File: src/rtl/video_timing_gen.sv
`timescale 1ns/1ps
// Multi-mode video timing generator (1080p60 / 720p60 / 480p60 / custom) producing hs/vs/de and active coordinates.
// Define VTG_FRAME_CNT_EN to build the 16-bit frame counter; otherwise frame_cnt is tied to 0.
module video_timing_gen #(
  parameter int X_BITS    = 12,
  parameter int Y_BITS    = 12,
  parameter int C_H_TOTAL = 1344,
  parameter int C_H_SYNC  = 136,
  parameter int C_H_BP    = 160,
  parameter int C_H_ACT   = 1024,
  parameter int C_V_TOTAL = 806,
  parameter int C_V_SYNC  = 6,
  parameter int C_V_BP    = 29,
  parameter int C_V_ACT   = 768,
  parameter int C_HS_POL  = 0,
  parameter int C_VS_POL  = 0
) (
  input  logic              clk,
  input  logic              rstn,
  input  logic              en,
  input  logic [1:0]        mode_sel,
  output logic              hs_out,
  output logic              vs_out,
  output logic              de_out,
  output logic [X_BITS-1:0] x_act,
  output logic [Y_BITS-1:0] y_act,
  output logic              frame_start,
  output logic [1:0]        mode_cur,
  output logic [15:0]       frame_cnt
);

  localparam logic [X_BITS-1:0] X_ONE = X_BITS'(1);
  localparam logic [Y_BITS-1:0] Y_ONE = Y_BITS'(1);

  logic [X_BITS-1:0] h_cnt, h_total, h_sync, h_bp, h_act, h_start, h_end;
  logic [Y_BITS-1:0] v_cnt, v_total, v_sync, v_bp, v_act, v_start, v_end;
  logic              hs_pol, vs_pol;
  logic              h_last, v_last, h_in, v_in, de_next;

  function automatic logic hs_pol_of(input logic [1:0] m);
    case (m)
      2'd0, 2'd1: return 1'b1;
      2'd2:       return 1'b0;
      default:    return (C_HS_POL != 0);
    endcase
  endfunction

  function automatic logic vs_pol_of(input logic [1:0] m);
    case (m)
      2'd0, 2'd1: return 1'b1;
      2'd2:       return 1'b0;
      default:    return (C_VS_POL != 0);
    endcase
  endfunction

  // Timing table for the mode currently applied; custom parameters are the fallback.
  always_comb begin
    h_total = X_BITS'(C_H_TOTAL);
    h_sync  = X_BITS'(C_H_SYNC);
    h_bp    = X_BITS'(C_H_BP);
    h_act   = X_BITS'(C_H_ACT);
    v_total = Y_BITS'(C_V_TOTAL);
    v_sync  = Y_BITS'(C_V_SYNC);
    v_bp    = Y_BITS'(C_V_BP);
    v_act   = Y_BITS'(C_V_ACT);
    case (mode_cur)
      2'd0: begin
        h_total = X_BITS'(2200); h_sync = X_BITS'(44); h_bp = X_BITS'(148); h_act = X_BITS'(1920);
        v_total = Y_BITS'(1125); v_sync = Y_BITS'(5);  v_bp = Y_BITS'(36);  v_act = Y_BITS'(1080);
      end
      2'd1: begin
        h_total = X_BITS'(1650); h_sync = X_BITS'(40); h_bp = X_BITS'(220); h_act = X_BITS'(1280);
        v_total = Y_BITS'(750);  v_sync = Y_BITS'(5);  v_bp = Y_BITS'(20);  v_act = Y_BITS'(720);
      end
      2'd2: begin
        h_total = X_BITS'(800);  h_sync = X_BITS'(96); h_bp = X_BITS'(48);  h_act = X_BITS'(640);
        v_total = Y_BITS'(525);  v_sync = Y_BITS'(2);  v_bp = Y_BITS'(33);  v_act = Y_BITS'(480);
      end
      default: ;
    endcase
  end

  assign hs_pol  = hs_pol_of(mode_cur);
  assign vs_pol  = vs_pol_of(mode_cur);
  assign h_start = h_sync + h_bp;
  assign h_end   = h_start + h_act;
  assign v_start = v_sync + v_bp;
  assign v_end   = v_start + v_act;
  assign h_last  = (h_cnt == h_total - X_ONE);
  assign v_last  = (v_cnt == v_total - Y_ONE);
  assign h_in    = (h_cnt >= h_start) && (h_cnt < h_end);
  assign v_in    = (v_cnt >= v_start) && (v_cnt < v_end);
  assign de_next = h_in && v_in;

  // Raster counters; mode_cur only moves on the last pixel of a frame, or freely while idle.
  always_ff @(posedge clk or negedge rstn) begin
    if (!rstn) begin
      h_cnt    <= '0;
      v_cnt    <= '0;
      mode_cur <= 2'd0;
    end else if (!en) begin
      h_cnt    <= '0;
      v_cnt    <= '0;
      mode_cur <= mode_sel;
    end else begin
      if (h_last) begin
        h_cnt <= '0;
        v_cnt <= v_last ? '0 : v_cnt + Y_ONE;
      end else begin
        h_cnt <= h_cnt + X_ONE;
      end
      if (h_last && v_last)
        mode_cur <= mode_sel;
    end
  end

  // Registered decode; the idle sync level tracks the mode being loaded so it agrees with mode_cur.
  always_ff @(posedge clk or negedge rstn) begin
    if (!rstn) begin
      hs_out      <= 1'b0;
      vs_out      <= 1'b0;
      de_out      <= 1'b0;
      x_act       <= '0;
      y_act       <= '0;
      frame_start <= 1'b0;
    end else if (!en) begin
      hs_out      <= ~hs_pol_of(mode_sel);
      vs_out      <= ~vs_pol_of(mode_sel);
      de_out      <= 1'b0;
      x_act       <= '0;
      y_act       <= '0;
      frame_start <= 1'b0;
    end else begin
      hs_out      <= (h_cnt < h_sync) ? hs_pol : ~hs_pol;
      vs_out      <= (v_cnt < v_sync) ? vs_pol : ~vs_pol;
      de_out      <= de_next;
      x_act       <= de_next ? h_cnt - h_start : '0;
      y_act       <= de_next ? v_cnt - v_start : '0;
      frame_start <= (h_cnt == '0) && (v_cnt == '0);
    end
  end

`ifdef VTG_FRAME_CNT_EN
  always_ff @(posedge clk or negedge rstn) begin
    if (!rstn)
      frame_cnt <= 16'd0;
    else if (en && frame_start)
      frame_cnt <= frame_cnt + 16'd1;
  end
`else
  assign frame_cnt = 16'd0;
`endif

endmodule

File: config.mk
export PLATFORM = sky130hd
export DESIGN_NAME = video_timing_gen
export DESIGN_NICKNAME = d
export VERILOG_FILES = /design/src/rtl/video_timing_gen.sv
export SDC_FILE = /design/constraint.sdc
export NUM_CORES = 1
export LEC_CHECK = 0
export ABC_AREA = 1
export CORE_MARGIN = 5
export CORE_UTILIZATION = 54
export CTS_BUF_LIST = sky130_fd_sc_hd__clkbuf_8
export DETAILED_ROUTE_END_ITERATION = 12
export PLACE_DENSITY = 0.86
export SLEW_MARGIN = 25
export SYNTH_ARGS = -nofsm -noshare
export SYNTH_HDL_FRONTEND = slang
export SYNTH_SLANG_ARGS = --single-unit
export TNS_END_PERCENT = 20
File: constraint.sdc
create_clock -name clk -period 2.9 [get_ports clk]
set_clock_uncertainty 0.1 [all_clocks]
set_input_delay 0.58 -clock clk [delete_from_list [all_inputs] [get_ports clk]]
set_output_delay 0.58 -clock clk [all_outputs]
set_load 0.02 [all_outputs]
* After elaboration in Yosys (flattened, before gate mapping)
Index checks and enable logic that the tools add are counted.
Storage, ports and cells: flip-flop bits (word level) 54, bits in latches 0, RAM bits 0, ROM bits 0, bits of input ports 5, output and inout port bits 46, word-level logic and storage cells 73, memories 0
Operators by class: add/subtract/negate cells 10, multipliers 0, divide/modulo/power cells 0, $lt $le $gt $ge 6, equal/unequal tests 7, shifts and indexed selects 0, multiplexer cells 28, bitwise operators 2, reductions and logical operators 11
Operators with widths (number):
- two-way mux 12 bit | 9
- case mux 11 bit (3 select lines) | 3
- adder 12 bit | 4
- < comparator 12 bit | 4
- case mux 8 bit (3 select lines) | 2
- case mux 12 bit (3 select lines) | 1
- adder 12 x 1 -> 12 bit, second input constant | 2
- equality test 12 bit | 2
- >= comparator 12 bit | 2
- zero test 12 bit | 2
- subtractor 12 x 1 -> 12 bit, second input constant | 2
- subtractor 12 bit | 2
- case mux 6 bit (3 select lines) | 1
- two-way mux 1 bit | 9
- case mux 3 bit (2 select lines) | 1
- logical AND 1 bit | 5
- equality test 2 x 1 -> 1 bit, second input constant | 2
- zero test 2 bit | 2
- two-way mux 2 bit | 2
- != test 2 x 1 -> 1 bit, second input constant | 2
- OR reduction 2 bit | 2
- equality test 2 bit, second input constant | 1
- NOT 1 bit | 2

* Longest topological paths before layout
Gate-level depths: netlist (run 1).
depth after elaboration 10, gate-level depth with buffers 18, gate-level depth less buffers 17

* Worst setup path after synthesis (run 1)
OpenSTA, ideal clock, no wires.
path type register to register, start point register mode_cur[0], end point register y_act[9], setup time 0.071 ns, data arrival time 3.239 ns, required time 2.729 ns, slack -0.511 ns, cell stages (with the launch flop) 19, buffers on the path 1, period minus slack after synthesis 3.411 ns, path through dfrtp_1 > inv_1 > ha_1 > nor2_2 > nor2_1 > ha_1 > ha_1 > xnor2_1 > xor2_1 > ha_1 > nand3_1 > nand3_2 > nand2_1 > nand2_2 > nor2_1 > nor2_2 > nand4_4 > buf_6 > nor2_1
On the way: word-level cells in the longest chain between the ends 10, elaborated cells on any way between the ends 24, classes of those cells 5 x add/sub; 4 x order compare; 2 x eq/ne; 8 x mux; 5 x reduce/logical
RTL lines:
- from (decl) | line 28 | output logic [1:0] mode_cur,
- from (signal assigned) | line 104 | mode_cur <= mode_sel;
- from (signal assigned) | line 113 | mode_cur <= mode_sel;
- equality test 2 x 1 -> 1 bit / zero test 2 bit (equally long branches) | line 66 | case (mode_cur)
- OR reduction 2 bit (no source line)
- case mux 3 bit (2 select lines) | line 66
- adder 12 bit | line 87 | assign v_start = v_sync + v_bp;
- adder 12 bit | line 88 | assign v_end = v_start + v_act;
- < comparator 12 bit | line 92 | assign v_in = (v_cnt >= v_start) && (v_cnt < v_end);
- logical AND 1 bit | line 92
- logical AND 1 bit | line 93 | assign de_next = h_in && v_in;
- two-way mux 12 bit (*) | line 138 | y_act <= de_next ? v_cnt - v_start : '0;
- two-way mux 12 bit (*) | line 126 | end else if (!en) begin
- to (signal assigned) | line 138
- to (decl) | line 26 | output logic [Y_BITS-1:0] y_act,
Every way passes the cells marked *; elsewhere a longest branch is shown, timed or not. A chain may end at the register's enable or synchronous reset.

* Worst setup path in the final report (run 1)
start point register mode_cur[0], end point register x_act[2]
On the way: word-level cells in the longest chain between the ends 10, elaborated cells on any way between the ends 24, classes of those cells 5 x add/sub; 4 x order compare; 2 x eq/ne; 8 x mux; 5 x reduce/logical
RTL lines:
- equality test 2 x 1 -> 1 bit / zero test 2 bit (equally long branches) | line 66
- OR reduction 2 bit (no source line)
- case mux 3 bit (2 select lines) | line 66
- adder 12 bit | line 87
- adder 12 bit | line 88
- < comparator 12 bit | line 92
- logical AND 1 bit | line 92
- logical AND 1 bit | line 93
- two-way mux 12 bit (*) | line 137 | x_act <= de_next ? h_cnt - h_start : '0;
- two-way mux 12 bit (*) | line 126
- to (signal assigned) | line 137
- to (decl) | line 25 | output logic [X_BITS-1:0] x_act,
Marked as above.

==> results.md, run 1 <==
* Status: complete, but fails checks
* Failing checks: negative setup slack
* Number of global-route vias before repair at 4274
* Synth cell types at 36
* Post-placement setup slack at -0.0782 ns
* WHS at around 0.26 ns
* Worst Path Class, Setup: flip-flop to flip-flop
* Placed cells at 800
* Clock-pin transition on the worst setup and hold timing paths at 0.10 ns
* Final WL at 12.5 mm
* Measured slew at the worst slew-check pin at 0.827 ns
* Slowest CP cell: dfrtp_2
* Fmax at roughly 310 MHz
* Sequential fraction of design power at 38.9%
* TritonCTS Buffers at 5
* Commonest cells after routing, fill and taps aside: nand2_1, inv_1, nor2_1
* Gr ovfl total at 0
* Sinks on Clock Net at 54
* Via/cell ratio at 5.48
* Post-route ant nets at 0
* Final period util at 110%
* Row cnt at 33
* Clock Latency Late Sink at 0.31 ns
* Min Tclk post-route at 3.20 ns
* Initial antenna violation count at 0
* Ordered cell list for the critical path: ha_2, inv_1, nand2_2, ha_4, ha_4, xnor2_2, xor2_1, ha_1, nand3_2, nand3_2, nand2_2, nand2_2, nor2_2, nor2_2, nand4_4, clkbuf_16, nor2_2
* Final nets at 765
* Vias at 4452
* Global-route usage over all layers at 23.8%
* # IOs at 51
* Clock power share at 19.9%
* Chip Height at 103 µm
* Internal power at 1.25 mW
* Placed inst area at 5260 µm²
* # diodes at 0
* Area leader, netlist: dfrtp_1
* Switching share of power at 37.9%
* Core box area at slightly above 8000 µm²
* Unrepaired setup endpoints after global routing: true
* Drt pass-1 iters at 5
* DP HPWL at 9.57 mm
* Area grow syn2layout at 18.1%
* # setup viols final at 25
* Synth top area share at around 29%
* Worst setup SP type: flip-flop
* Worst EP required at 3.03 ns
* Yosys synthesis warning count at 0
* CP peak stage delay at 0.49 ns
* Largest net degree at the start of global routing at 39
* Ranking of synthesized cells by area: dfrtp_1, ha_1, nand2_1, nor2_1, inv_1
* Final Hold Viols at 0
* Finished Cell Area at 5500 µm²
* H-Tree Depth at 2
* Bufs and invs on worst path at 2
* Cell Count, Final, Fillers Out at 813
* Critical path's top delay family: simple AND/OR/NAND/NOR gates
* Comb pwr share at between 40% and 50%
* Pins over their slew limit at 0
* Slew headroom at between 40% and 50%
* Syn Area/Cell at 7.16 µm²
* MaxCap Viol Count at 0
* Commonest non-fill, non-tap cell in the layout: nand2_1
* GP Congestion at 1.03
* Remaining DRCs at 0
* Initial Util at 56.1%
* Sequential share of the synthesized area at 29.0%
* Global-route wire length before repair at slightly below 20 mm
* Seq cells post-synth at 54
* Cell Area, Synth at 4650 µm²
* CP Data Arrival Time at 3.33 ns
* 1st-iter DRT viols at 373
* Clock Path Buffers at 2
* CTS tree: done
* Root buffer cell: clkbuf_8
* P_leak at 3.09 nW
* Layout cells sized above 1 at 14.5%
* Syn Inst Count at 650
* Crit-path max FO at 6
* Die extent in x at 103 µm
* Power per cell area at 366 nW/µm²
* Worst hold path class: input port to async pin
* # hold bufs at CTS at 0
* Worst VDD drop at 229 µV
* Number of port buffers at 34
* Total Neg Setup Slack at -6.54 ns
* NetSw at 0.763 mW
* Average wire per standard cell at 15.4 µm
* Die area at 10600 µm²
* CP Capture Type: flip-flop
* Final WS setup at -0.298 ns
-- final timing paths --
path,slack (ns),end,startpoint,depth (start not counted)
min reg2reg,0.46,h_cnt[0],h_cnt[0],1
min in group clk,0.46,h_cnt[0],h_cnt[0],1
min,0.26,h_cnt[6],rstn,1
max,-0.30,x_act[2],mode_cur[0],17
max in group asynchronous,1.69,y_act[9],rstn,2
max reg2reg,-0.30,x_act[2],mode_cur[0],17
-- metal layers --
layer / share of wire (%) / vias up / track usage (%)
met3: 8.8 / 33 / 3.79
met5: 0 / - / 0
met1: 43 / 2072 / 32.8
met2: 46 / 199 / 38.0
li1: - / 2148 / -
met4: 2.7 / 0 / 8.86
-- kinds of logic (layout without fill, tap and decap cells) --
logic type | after synthesis | after routing | synth area share, %
and+or+nand+nor | 351 | 351 | 33.4
DFF | 54 | 54 | 29.0
adders and majority gates | 52 | 52 | 14.3
AOI/OAI and AO/OA | 41 | 41 | 4.87
xor gates and xnor gates | 37 | 37 | 6.97
buffers and inverters | 114 | 157 | 11.4
other | 1 | 16 | 0.0806
-- final cells by class --
type	instances	area, µm²
Clock buffer	5	68.8
Clock inverter	2	7.51
Fill cell	696	2800
Inverter	80	305
Multi-Input combinational cell	497	2960
Sequential cell	54	1350
Tap cell	105	131
Timing Repair Buffer	70	666
-- registers in the layout, indices dropped and copies added, names as in the netlist --
signal / cells
v_cnt: 12
x_act: 12
hs_out: 1
de_out: 1
mode_cur: 2
y_act: 12
frame_start: 1
vs_out: 1
h_cnt: 12
-- metrics by stage --
stage / total power, mW / utilization (%)
2_1_floorplan: 1.33 / -
3_3_place_gp: 1.53 / 63.4
3_5_place_dp: 1.55 / 63.4
4_1_cts: 1.95 / 64.4
5_1_grt: 2.12 / 66.2
6_report: 2.01 / 66.2
-- power by group through the flow --
stage	registers (mW)	clock network (mW)	logic, mW
global route	0.784	0.425	0.914
CTS	0.781	0.409	0.764
global placement	0.795	0	0.734
finish	0.782	0.401	0.830
floorplan	0.809	0	0.518
detailed placement	0.797	0	0.752
-- cell usage after synthesis (all sizes together) --
| cell type | count |
|---|---|
| a211oi | 1 |
| o21bai | 2 |
| nor4 | 1 |
| o21ai | 14 |
| a31oi | 1 |
| nand3b | 3 |
| fa | 2 |
| xor2 | 30 |
| a21oi | 18 |
| conb | 1 |
| o211ai | 1 |
| xnor2 | 7 |
| a21o | 3 |
| clkbuf | 5 |
| nor3 | 11 |
| dfrtp | 54 |
| nand3 | 50 |
| buf | 29 |
| nand2 | 165 |
| ha | 50 |
| nor2 | 95 |
| or2 | 4 |
| inv | 80 |
| nor3b | 2 |
| a21boi | 1 |
| nand4 | 20 |
-- timing repair --
action,in CTS,in global routing
cloned,0,2
setup buffers,1,3
endpoints found under the setup margin,25,32
pin swaps,1,9
hold endpoints to repair,0,0
gates resized for setup,0,22
Power figures use the tool's default switching activity.
==> inputs of run 2 (changes only) <==
--- a/config.mk
+++ b/config.mk
@@ -11,6 +11,7 @@
 export CTS_BUF_LIST = sky130_fd_sc_hd__clkbuf_8
 export DETAILED_ROUTE_END_ITERATION = 12
 export PLACE_DENSITY = 0.86
+export SETUP_SLACK_MARGIN = 0.1
 export SLEW_MARGIN = 25
 export SYNTH_ARGS = -nofsm -noshare
 export SYNTH_HDL_FRONTEND = slang
==> run 2 against run 1 <==
  * Critical endpoint unchanged
  * Routed wire length is 0.18% higher
  * The run still ends with negative setup slack left
  * Worst hold slack improved by 0.0082 ns
  * Critical path depth did not move
  * Register-to-register slack about the same
  * Largest power group unchanged
  * Maximum frequency down 0.13%
  * Via count is 0.20% lower
==> results.md, run 2 (synthesis gave the netlist of run 1 again) <==
* Average wire per standard cell at 15.4 µm
* Global-route usage over all layers at between 20% and 30%
* Row cnt at 33
* Chip Height at 103 µm
* TritonCTS Buffers at 5
* CTS tree: done
* Number of port buffers at 34
* Min Tclk post-route at between 3 and 4 ns
* Pins over their slew limit at 0
* Layout cells sized above 1 at 14.7%
* Worst EP required at 3.03 ns
* 1st-iter DRT viols at between 300 and 400
* Final nets at 765
* Final WL at approximately 13 mm
* Slew headroom at 44.9%
* # diodes at 0
* Core box area at 8300 µm²
* Gr ovfl total at 0
* Remaining DRCs at 0
* Commonest cells after routing, fill and taps aside: nand2_1, inv_1, nor2_1
* H-Tree Depth at 2
* Total Power at 2.02 mW
* Initial antenna violation count at 0
* Global-route wire length before repair at 19.9 mm
* Via/cell ratio at 5.46
* Measured slew at the worst slew-check pin at 0.826 ns
* Drt pass-1 iters at 5
* Placed cells at 800
* Failing checks: negative setup slack
* GP Congestion at 1.03
* Vias at 4443
* Status: complete, but fails checks
* P_leak at 3.09 nW
* # IOs at 51
* # hold bufs at CTS at 0
* CP Capture Type: flip-flop
* Initial Util at around 56%
* Worst VDD drop at 226 µV
* Power per cell area at 367 nW/µm²
* Commonest non-fill, non-tap cell in the layout: nand2_1
* Fmax at 312 MHz
* MaxCap Viol Count at 0
* Final Hold Viols at 0
* Crit-path max FO at 6
* Clock Path Buffers at 2
* Cell Count, Final, Fillers Out at 813
* Die extent in x at 103 µm
* CP Data Arrival Time at ~3.3 ns
* # setup viols final at 25
* Clock-pin transition on the worst setup and hold timing paths at 0.10 ns
* Final period util at 110%
* Clock Latency Late Sink at approximately 0.31 ns
* Area grow syn2layout at 18.2%
* Final WS setup at -0.303 ns
* Worst setup SP type: flip-flop
* Placed inst area at around 5300 µm²
* Finished Cell Area at roughly 5500 µm²
* DP HPWL at 9.57 mm
* Root buffer cell: clkbuf_8
* Worst hold path class: input port to async pin
* Number of global-route vias before repair at roughly 4300
* Unrepaired setup endpoints after global routing: true
* Largest net degree at the start of global routing at 39
* Sinks on Clock Net at 54
* Die area at 10600 µm²
* Layout Utilization at 66.3%
* Post-route ant nets at 0
* Worst Path Class, Setup: flip-flop to flip-flop
-- run 2: cell counts in the layout (fill, tap and decap cells not counted) --
Identical to the previous run, type by type.
-- run 2: layout make-up --
class | instances | area [µm²]
sequential | 54 | 1350
fill | 696 | 2800
clock inverter | 2 | 7.51
multi-input combinational | 497 | 2970
timing repair buffer | 70 | 666
tap | 105 | 131
clock buffer | 5 | 68.8
inverter | 80 | 305
-- run 2: repair_timing --
action                     4_1_cts  5_1_grt
gates cloned                     0        2
setup endpoints to repair       25       39
setup buffers                    1        3
resized for setup                0       23
pin swaps                        1       10
-- run 2: per-stage QoR --
step	setup slack, ns	hold WS (ns)	setup TNS, ns
after global routing	-0.409	0.350	-9.63
after global placement	0.0754	0.415	0
after detailed placement	-0.0782	0.440	-0.911
after CTS	-0.0941	0.293	-1.40
after floorplan	-0.0877	0.184	-1.55
final	-0.303	0.264	-6.64
-- run 2: per-layer routing --
metal	routed length, µm	global-route usage [%]	vias to the layer above	part of all wire (%)
met5	0	0	-	0
met4	344	8.86	0	2.7
met3	1060	3.79	35	8.4
met2	5700	38.0	217	45
met1	5460	32.8	2052	43
li1	-	-	2139	-
-- run 2: worst max-delay path: stages (launching register included) --
cell       delay [ns]
dfrtp_2          0.49
ha_2             0.22
inv_1            0.09
nand2_2          0.09
ha_4             0.18
ha_4             0.16
xnor2_2          0.13
xor2_1           0.15
ha_1             0.38
nand3_2          0.09
nand3_2          0.08
nand2_2          0.07
nand2_2          0.09
nor2_2           0.04
nor2_2           0.18
nand4_4          0.23
clkbuf_16        0.25
nor2_2           0.09
-- run 2: worst paths after layout --
path	cells past startpoint	start	slack (ns)	end
max	17	mode_cur[0]	-0.30	x_act[2]
min	1	rstn	0.26	h_cnt[7]
max reg2reg	17	mode_cur[0]	-0.30	x_act[2]
min reg2reg	1	h_cnt[0]	0.45	h_cnt[0]
max in group asynchronous	2	rstn	1.68	y_act[9]
min in group clk	1	h_cnt[0]	0.45	h_cnt[0]
-- run 2: power breakdown --
| group | switching, mW | leakage, nW | internal, mW | total [mW] |
|---|---|---|---|---|
| sequential | 0.0157 | 0.741 | 0.766 | 0.782 |
| combinational | 0.510 | 2.30 | 0.324 | 0.834 |
| clock | 0.239 | 0.0466 | 0.160 | 0.399 |
| total | 0.764 | 3.09 | 1.25 | 2.02 |
==> inputs of run 3 (changes only) <==
--- a/config.mk
+++ b/config.mk
@@ -12,7 +12,7 @@
 export DETAILED_ROUTE_END_ITERATION = 12
 export PLACE_DENSITY = 0.86
 export SETUP_SLACK_MARGIN = 0.1
-export SLEW_MARGIN = 25
+export SLEW_MARGIN = 20
 export SYNTH_ARGS = -nofsm -noshare
 export SYNTH_HDL_FRONTEND = slang
 export SYNTH_SLANG_ARGS = --single-unit
==> results of run 3 <==
No change in the layout: final DEF, timing and power equal those of run 2.
